File: src/rtl/sig_misr_bank.sv
// sig_misr_bank: per-channel MISR signature bank over a window of DEPTH accepted beats.
// Clock is clock_0 (posedge); clock_1 is the asynchronous active-low reset.
// Optional feature: define SIG_MISR_FOLD_EN to add sig_fold, the XOR of all
// channel signatures, captured on entry to DONE.
module sig_misr_bank #(
   parameter int unsigned W       = 16,
   parameter int unsigned CH      = 4,
   parameter int unsigned DEPTH   = 64,
   parameter logic [W-1:0] RST_VAL = 16'h0239,
   parameter logic [W-1:0] POLY    = 16'h8016
) (
   input  logic                         clock_0,
   input  logic                         clock_1,
   input  logic                         start,
   input  logic                         in_valid,
   input  logic [CH*W-1:0]              in_data,
   input  logic [CH-1:0]                in_mask,
   output logic                         in_ready,
   output logic                         busy,
   output logic                         done,
   output logic [$clog2(DEPTH+1)-1:0]   count,
   output logic [CH*W-1:0]              sig,
   output logic                         overflow
`ifdef SIG_MISR_FOLD_EN
   ,
   output logic [W-1:0]                 sig_fold
`endif
);

   localparam int unsigned CNT_W = $clog2(DEPTH + 1);

   localparam logic [1:0] ST_IDLE = 2'd0;
   localparam logic [1:0] ST_RUN  = 2'd1;
   localparam logic [1:0] ST_DONE = 2'd2;

   logic [1:0]       state_q, state_d;
   logic [CH*W-1:0]  sig_q, sig_d;
   logic [CNT_W-1:0] count_q, count_d;
   logic             overflow_q, overflow_d;
   logic             busy_q, busy_d;
   logic             done_q, done_d;
   logic             accept_c;
   logic             last_beat_c;

   // One MISR step: shift, conditional polynomial feedback, fold in data.
   function automatic logic [W-1:0] misr_step(input logic [W-1:0] s, input logic [W-1:0] d);
      logic [W-1:0] shifted;
      shifted   = {s[W-2:0], 1'b0};
      misr_step = shifted ^ (s[W-1] ? POLY : '0) ^ d;
   endfunction

   // Handshake decode; start always wins over a concurrent beat.
   always_comb begin
      accept_c    = in_valid && busy_q && !start;
      last_beat_c = (count_q == CNT_W'(DEPTH - 1));
   end

   // Run-control next state.
   always_comb begin
      state_d = state_q;
      if (start) begin
         state_d = ST_RUN;
      end else begin
         case (state_q)
            ST_IDLE: state_d = ST_IDLE;
            ST_RUN:  if (accept_c && last_beat_c) state_d = ST_DONE;
            ST_DONE: state_d = ST_DONE;
            default: state_d = ST_IDLE;
         endcase
      end
   end

   // Signature, counter and overflow datapath.
   always_comb begin
      sig_d      = sig_q;
      count_d    = count_q;
      overflow_d = overflow_q;
      if (start) begin
         sig_d      = {CH{RST_VAL}};
         count_d    = '0;
         overflow_d = 1'b0;
      end else if (accept_c) begin
         for (int c = 0; c < CH; c++) begin
            if (in_mask[c]) begin
               sig_d[c*W +: W] = misr_step(sig_q[c*W +: W], in_data[c*W +: W]);
            end
         end
         count_d = count_q + CNT_W'(1);
      end else if (in_valid && !busy_q) begin
         overflow_d = 1'b1;
      end
   end

   // Status flags track the next state so they line up with the state register.
   always_comb begin
      busy_d = (state_d == ST_RUN);
      done_d = (state_d == ST_DONE);
   end

   // State and datapath registers.
   always_ff @(posedge clock_0 or negedge clock_1) begin
      if (!clock_1) begin
         state_q    <= ST_IDLE;
         sig_q      <= {CH{RST_VAL}};
         count_q    <= '0;
         overflow_q <= 1'b0;
         busy_q     <= 1'b0;
         done_q     <= 1'b0;
      end else begin
         state_q    <= state_d;
         sig_q      <= sig_d;
         count_q    <= count_d;
         overflow_q <= overflow_d;
         busy_q     <= busy_d;
         done_q     <= done_d;
      end
   end

`ifdef SIG_MISR_FOLD_EN
   logic [W-1:0] fold_q, fold_d;

   // Fold of the post-update signatures, captured on the DONE-entering edge.
   always_comb begin
      fold_d = fold_q;
      if (start) begin
         fold_d = '0;
      end else if (accept_c && last_beat_c) begin
         fold_d = '0;
         for (int c = 0; c < CH; c++) begin
            fold_d = fold_d ^ sig_d[c*W +: W];
         end
      end
   end

   // Fold register.
   always_ff @(posedge clock_0 or negedge clock_1) begin
      if (!clock_1) begin
         fold_q <= '0;
      end else begin
         fold_q <= fold_d;
      end
   end

   assign sig_fold = fold_q;
`endif

   assign in_ready = busy_q;
   assign busy     = busy_q;
   assign done     = done_q;
   assign count    = count_q;
   assign sig      = sig_q;
   assign overflow = overflow_q;

endmodule

File: config.mk
export PLATFORM = sky130hd
export DESIGN_NAME = sig_misr_bank
export DESIGN_NICKNAME = d
export VERILOG_FILES = /design/src/rtl/sig_misr_bank.sv
export SDC_FILE = /design/constraint.sdc
export NUM_CORES = 1
export LEC_CHECK = 0
export ABC_AREA = 1
export ABC_CLOCK_PERIOD_IN_PS = 2300
export CAP_MARGIN = 20
export CORE_MARGIN = 2
export CORE_UTILIZATION = 65
export CTS_BUF_LIST = sky130_fd_sc_hd__clkbuf_16
export DETAILED_ROUTE_END_ITERATION = 8
export DONT_BUFFER_PORTS = 1
export HOLD_SLACK_MARGIN = 0.1
export PLACE_DENSITY = 0.85
export SYNTH_ARGS = -nofsm -noshare
export SYNTH_HDL_FRONTEND = slang
export SYNTH_SLANG_ARGS = --single-unit
File: constraint.sdc
create_clock -name clock_0 -period 2.3 [get_ports clock_0]
set_clock_uncertainty 0.1 [all_clocks]
set_input_delay 0.23 -clock clock_0 [delete_from_list [all_inputs] [get_ports clock_0]]
set_output_delay 0.23 -clock clock_0 [all_outputs]
set_load 0.01 [all_outputs]
# == After elaboration in Yosys (flattened, before gate mapping) ==
# Cells that the tools add are included.
# classes
addsub,1
n_eq_ne,6
muxes,18
n_bitwise,8
reduce_logical,17
# op_table
cell,n
16-bit 2-to-1 mux,8
64-bit 2-to-1 mux,2
16-bit bitwise XOR,8
7-bit 2-to-1 mux,2
2-bit nonzero test,6
2-bit AND reduction,5
7-bit by 1-bit adder with 7-bit output (second input constant),1
7-bit by 6-bit == test with 1-bit output (second input constant),1
2-bit by 1-bit == test with 1-bit output (second input constant),2
2-bit == test (second input constant),2
1-bit logical AND,4
2-bit 2-to-1 mux,2
2-bit case mux with 2 select lines,1
1-bit 2-to-1 mux,3
1-bit logical NOT,2
2-bit inequality test (second input constant),1
# word_totals
regBits,76
input_bits,72
out_inout_bits,75

# == Depth between registers and ports, before layout ==
# Gate-level depths: netlist of run 1.
# depth
depth_word,7
ltp_mapped,9
mapped_depth_nobuf,9

# == Least setup slack after synthesis of run 1 ==
# No wires, ideal clock.
# synth_timing
path_kind,reg-to-reg
start,"reg busy_q, in the netlist busy"
end,"reg sig_q[10], in the netlist sig[10]"
arrival_ps,1134
path_slack_ps,934
path_stages_with_launch,9
path_cell_list,dfrtp_1 > nand2_4 > inv_1 > nand2_1 > nand2_4 > inv_2 > buf_6 > nand2_1 > o21ai_1
# synth_via
elab_chain_cells,4
# synth_rtl
element,line_no,text
start: declaration,40,"logic busy_q, busy_d;"
start signal: assignment,114,busy_q <= busy_d;
1-bit logical AND (2 in a row),54,accept_c = in_valid && busy_q && !start;
2-bit nonzero test (no source line),--,
2-bit AND reduction (no source line),--,
end signal: assignment,104,sig_q <= {CH{RST_VAL}};
end signal: assignment,111,sig_q <= sig_d;
end: declaration,37,"logic [CH*W-1:0] sig_q, sig_d;"
# No other way between the ends.
# A chain may end at the register's enable or synchronous reset.

# == Worst setup path after layout of run 1 ==
# layout_timing
start,in in_valid
end,"reg sig_q[5], in the netlist sig[5]"
# layout_via
elab_chain_cells,4
# layout_rtl
element,line_no,text
start: declaration,15,"input logic in_valid,"
1-bit logical AND (2 in a row),54,
2-bit nonzero test (no source line),--,
2-bit AND reduction (no source line),--,
# No other way between the ends.

==> flow_summary.ini, run 1 <==
[global_route]
grt_use_total_pct = 31.96
grt_max_degree = 77
grt-ovfl-total = 0
grt_pass1_wl_um = 14980
grt_pass1_vias = 3123
antenna_found_initial = 0

[timing]
fmax_ghz = 0.4626
setup_tns_ns = 0
tightest_slew_ns = 0.5856
setup_viol = 0
final.min_clock_period_ns = 2.162
hold_viol = 0
rsz0062_at_grt = false
worst_slew_margin_rel_pct = 60.96
final.period_utilization_pct = 93.99
slew_viol_final = 0

[place]
place_area_um2 = 3679
portBuffers = 0
place_inst = 432
gp_congestion = 0.7644
post-dp-hpwl_um = 5349

[drt]
drc = 0
vias = 2959
drt.antenna.violating_nets = 0
wire_per_inst_um = 18.62
drt_iter0_markers = 181
drt-total-wl_um = 9624
firstDrtPassIters = 7
via_per_inst = 5.723

[worst_setup_path]
r2r_cells = 8
crit_fanout = 12
crit_required_ns = 2.47
crit_path_end_kind = flop
cp.arrival_ns = 2.33
start_kind = input port
critPathKind = input port to flop

[logic_synthesis]
synth_area_leaders = dfrtp_1 38%, dfstp_2 14%, xnor2_1 13%
synth-main-ff-cell = dfrtp_1
synth-seq-cells = 76
yosys.area.top_type = dfrtp_1
synth.most_common_cell = nand2_1
netlist.area_leader.share_pct = 38.21
synth_common_cells = 65 x nand2_1, 56 x dfrtp_1, 56 x xnor2_1
netlist_area_um2 = 3667
synth_edf_count = 0
synth_warnings = 0
syn_nets = 448
syn_inst = 373
synth-async-reset-ratio_pct = 100.0
postSynthAreaPerCell_um2 = 9.832
synth_seq_area_share_pct = 52.54
synth_cell_types = 30

[power_and_ir_drop]
switchingPower_w = 0.001008
power_report.internal_total_w = 0.002554
p_leak_nw = 2.018
p_comb_share_pct = 14.4
vdd_drop_max_uv = 628.8
p_seq_share_pct = 46.8
power_density_nw_per_um2 = 760.4
switching_share_pct = 28.29
power_frac_clock_pct = 38.8

[finish]
design_area_um2 = 4684
fin_cells = 517
diodes = 0
nNetsFinal = 515
area_delta_synth_final_pct = 27.74
multiInputGateArea_um2 = 1568
final_layout_size_suffix_gt1_share_pct = 11.69
seq_area_um2 = 1928
num-fill-cells = 285

[clock_tree]
tritoncts = built
cts_made_buffers = 9
clock_sinks = 76
post-cts-setup-buffer-count = 0
clkTransAtPathRegs_ns = 0.06
htreeDepth = 3
clk_latency_ns = 0.33
clock_path_buffers = 2
cts_root_buffer = clkbuf_16

[worst_hold_path]
hold-path-cell-count = 3
min_path_type = input port to flop

[floorplanning]
dieArea_um2 = 6258
initial_core_util_pct = 67.01
die_w_um = 79.11
die-height_um = 79.11
io_pins = 147
fp.coreArea_um2 = 5473
std_cell_rows = 27

[status]
status = finished clean

[run]
drv_cap = 0
[logic make-up (layout without fill, tap and decap cells)]
| kind of cell | count (synthesis) | in the layout | synth area share, % |
|---|---|---|---|
| simple gates | 111 | 111 | 13.24 |
| buf+inv | 37 | 109 | 4.708 |
| xor+xnor | 74 | 74 | 17.67 |
| flops | 76 | 76 | 52.54 |
| fa+ha+maj | 3 | 3 | 1.024 |
| compound gates | 72 | 72 | 10.82 |
[per-stage QoR]
step | utilization, % | hold slack (ns) | setup slack (ns) | power, W
6_report | 85.60 | 0.1455 | 0.1383 | 0.003562
5_1_grt | 85.60 | 0.1758 | 0.04688 | 0.003699
4_1_cts | 85.53 | 0.1013 | 0.05818 | 0.003538
3_5_place_dp | 67.22 | -0.1641 | 0.6440 | 0.002027
3_3_place_gp | 67.22 | -0.1642 | 0.6923 | 0.002011
2_1_floorplan | - | -0.1656 | 0.9341 | 0.001951
[sequential cells by signal, summed over array words and instances, names as in the netlist]
name and cells:
busy 1, count 7, done 1, overflow 1, sig 64, state_q 2
[routing by layer]
layer	GRT usage, %	wire length (um)	vias to the layer above
li1	-	-	1326
met3	10.45	911	36
met1	35.74	3572	1427
met2	54.41	4795	170
met5	0	0	-
met4	16.55	346	0
[worst paths after layout]
path                       slack (ns)        from       to
setup / recovery                 0.14    in_valid   sig[5]
hold / removal                   0.15  in_mask[0]   sig[9]
setup reg to reg                 0.14        busy   sig[5]
hold reg to reg                  0.45     sig[21]  sig[21]
max in group asynchronous        1.39     clock_1  sig[35]
min in group asynchronous        0.36     clock_1  sig[46]
[power groups by stage]
stage	Sequential (W)	Combinational (W)	Clock, W
floorplan	0.00163	0.000321	0
global placement	0.00168	0.000333	0
detailed placement	0.00168	0.000348	0
CTS	0.00166	0.000492	0.00139
global route	0.00168	0.000567	0.00145
finish	0.00167	0.000514	0.00138
[critical path, cell delays in order]
cell	delay (ns)
dlygate4sd3_1	0.59
nand2_4	0.15
inv_1	0.10
nand2_1	0.16
nand2_4	0.09
inv_2	0.19
nand2_1	0.08
o311ai_0	0.11
dlygate4sd3_1	0.62
[final cells by class]
type                            instances  area share, %
Sequential cell                        76          41.16
Multi-Input combinational cell        260          33.47
Timing Repair Buffer                   70          15.33
Clock buffer                            9          4.808
Tap cell                               72          1.923
Inverter                               23          1.843
Clock inverter                          7          1.469
[repair_timing]
| item | 4_1_cts | 5_1_grt |
|---|---|---|
| hold endpoints to repair | 150 | 0 |
| endpoints found under the setup margin | 0 | 1 |
| hold buffers | 69 | 0 |
| gates resized for setup | 0 | 2 |
[cells in the final DEF (no fill, tap or decap), drive strengths merged]
cell type / Yosys / routed
o21bai: 2 / 2
a31oi: 4 / 4
clkbuf: 2 / 9
clkinv: 0 / 1
nor2: 31 / 31
dlygate4sd3: 0 / 67
o311ai: 1 / 1
nor3b: 2 / 2
and3: 1 / 1
nand3: 5 / 5
inv: 23 / 24
a21oi: 15 / 15
o22a: 4 / 4
xor2: 18 / 18
dfstp: 20 / 20
nor3: 3 / 3
xnor2: 56 / 56
bufinv: 0 / 1
buf: 12 / 2
nand2: 69 / 69
ha: 3 / 3
clkinvlp: 0 / 4
o21ai: 46 / 46
dlymetal6s4s: 0 / 1
dfrtp: 56 / 56
(Power assumes the default switching activity.)
==> run 2: changes to the inputs <==
--- a/config.mk
+++ b/config.mk
@@ -8,12 +8,11 @@
 export ABC_AREA = 1
 export ABC_CLOCK_PERIOD_IN_PS = 2300
 export CAP_MARGIN = 20
-export CORE_MARGIN = 2
 export CORE_UTILIZATION = 65
 export CTS_BUF_LIST = sky130_fd_sc_hd__clkbuf_16
 export DETAILED_ROUTE_END_ITERATION = 8
 export DONT_BUFFER_PORTS = 1
-export HOLD_SLACK_MARGIN = 0.1
+export GPL_TIMING_DRIVEN = 0
 export PLACE_DENSITY = 0.85
 export SYNTH_ARGS = -nofsm -noshare
 export SYNTH_HDL_FRONTEND = slang
==> run 2 against run 1 <==
Against the previous run:
- sequential power is essentially flat
- flip-flop and latch count is the same
- the flow now finishes with violations (hold timing)
- routed wire length shrank 11%
- highest routed layer unchanged
- combinational power shrank 8.6%
- register-to-register slack gained 0.48 ns
- first-iteration DRC count shrank 35%
- non-clock buffer count shrank 27
- critical path type is now flop to flop
- critical path depth shrank 1
- worst setup slack gained 0.48 ns
- global-route usage shrank 1.4 points
- clock power grew 13%
==> flow_summary.ini, run 2 (synthesis results as in run 1) <==
[worst_setup_path]
cp_num_cells = 8
crit_buf_inv = 3
start_kind = flop
cpMaxStageDelayCell = dfrtp_1
crit_fanout = 10
cp.arrival_ns = 1.76
crit_path_end_kind = flop
critPathTopFamily = simple AND/OR/NAND/NOR gates
r2r_cells = 8
crit_required_ns = 2.38
critPathKind = flop to flop
cp_cell_sequence = nand2_4, inv_1, nand2_1, nand2_4, inv_2, buf_6, nand2_1, o21ai_1
critPathMaxStageDelay_ns = 0.50

[finish]
mostFrequentLayoutCells = 65 x nand2_1, 56 x xnor2_1, 56 x dfrtp_1, 29 x nor2_1, 28 x dlygate4sd3_1
multiInputGateArea_um2 = 1568
design_area_um2 = 4394
final_util_pct = 83.38
num-fill-cells = 294
final_common_cell = nand2_1
final_layout_size_suffix_gt1_share_pct = 14.35
nNetsFinal = 488
largest_reg_flops = 64
diodes = 0
seq_area_um2 = 1927
area_delta_synth_final_pct = 19.82

[power_and_ir_drop]
power_w = 0.003674
switching_share_pct = 25.53
vdd_drop_max_uv = 576.7
p_comb_share_pct = 12.8
p_seq_share_pct = 44.9
p_leak_nw = 1.926
power_report.internal_total_w = 0.002736
switchingPower_w = 0.0009380
power_density_nw_per_um2 = 836.1
power_frac_clock_pct = 42.4

[drt]
drt.antenna.violating_nets = 0
drc = 0
via_per_inst = 5.691
drt-total-wl_um = 8564
wire_per_inst_um = 17.55
drt_iter0_markers = 117
vias = 2777
firstDrtPassIters = 6

[clock_tree]
cts_made_buffers = 9
cts_root_buffer = clkbuf_16
htreeDepth = 3
clock_path_buffers = 2
tritoncts = built
clkTransAtPathRegs_ns = 0.06
post-cts-setup-buffer-count = 0
clk_latency_ns = 0.32
clock_sinks = 76

[place]
portBuffers = 0
dp_slack_ns = 0.7186
post-dp-hpwl_um = 5330
place_area_um2 = 3755
gp_congestion = 0.7450

[status]
violations = hold timing
status = finished with violations

[floorplanning]
fp.coreArea_um2 = 5270
initial_core_util_pct = 69.59
die-height_um = 77.11
dieArea_um2 = 5946
die_w_um = 77.11
io_pins = 147
std_cell_rows = 26

[timing]
fmax_ghz = 0.5957
final.period_utilization_pct = 72.99
worst_slew_margin_rel_pct = 68.87
layout_setup_ws_ns = 0.6212
final.min_clock_period_ns = 1.679
rsz0062_at_grt = false
setup_viol = 0
fin_hold_ws_ns = -0.001567
tightest_slew_ns = 0.4670
setup_tns_ns = 0
hold_viol = 1
slew_viol_final = 0

[global_route]
grt_use_total_pct = 30.52
grt_pass1_vias = 2900
grt_max_degree = 77
grt_pass1_wl_um = 13990
grt-ovfl-total = 0
antenna_found_initial = 0

[worst_hold_path]
hold-path-cell-count = 2
min_path_type = input port to flop

[run]
drv_cap = 0
[run 2: cell count changes in the layout (fill, tap and decap cells not counted), moves of 2 or more]
cell           delta
clkinv_1          +2
clkbuf_1          +2
dlygate4sd3_1    -39
clkinvlp_4        -4
buf_2             +6
bufinv_16         +2
buf_4             +4
[run 2: worst paths after layout]
kind,slack (ns),from,endpoint
min in group asynchronous,0.37,clock_1,sig[10]
worst min-delay path,-0.002,in_data[62],sig[62]
worst max-delay path,0.62,busy,sig[10]
worst max register to register,0.62,busy,sig[10]
worst min register to register,0.44,sig[57],sig[57]
max in group asynchronous,1.38,clock_1,sig[53]
[run 2: metrics by stage]
| step | hold WS, ns | std cells |
|---|---|---|
| 5_1_grt | 0.01459 | 488 |
| 2_1_floorplan | -0.1656 | 373 |
| 6_report | -0.001567 | 488 |
| 3_3_place_gp | -0.1643 | 443 |
| 4_1_cts | 0.00003272 | 488 |
| 3_5_place_dp | -0.1641 | 443 |
[run 2: power groups by stage]
stage          clock network [W]  logic [W]  registers [W]
6_report                 0.00156   0.000470        0.00165
2_1_floorplan                  0   0.000321        0.00163
3_3_place_gp                   0   0.000361        0.00166
3_5_place_dp                   0   0.000378        0.00167
5_1_grt                  0.00163   0.000524        0.00166
4_1_cts                  0.00156   0.000460        0.00164
[run 2: final cells by class]
class / instances / area share, %
Buffer: 14 / 1.965
Clock buffer: 9 / 5.125
Clock inverter: 7 / 2.420
Inverter: 23 / 1.965
Multi-Input combinational cell: 260 / 35.68
Sequential cell: 76 / 43.85
Tap cell: 70 / 1.993
Timing Repair Buffer: 29 / 7.005
[run 2: metal layers]
layer	track usage (%)	share of wire, %	vias up
li1	-	-	1276
met1	36.49	38	1336
met2	52.59	50	146
met3	8.690	9.9	19
met4	10.75	1.8	0
met5	0	0	-
[run 2: timing repair]
item | 4_1_cts | 5_1_grt
hold endpoints to repair | 104 | 0
resized for setup | 0 | 0
hold buffers | 29 | 0
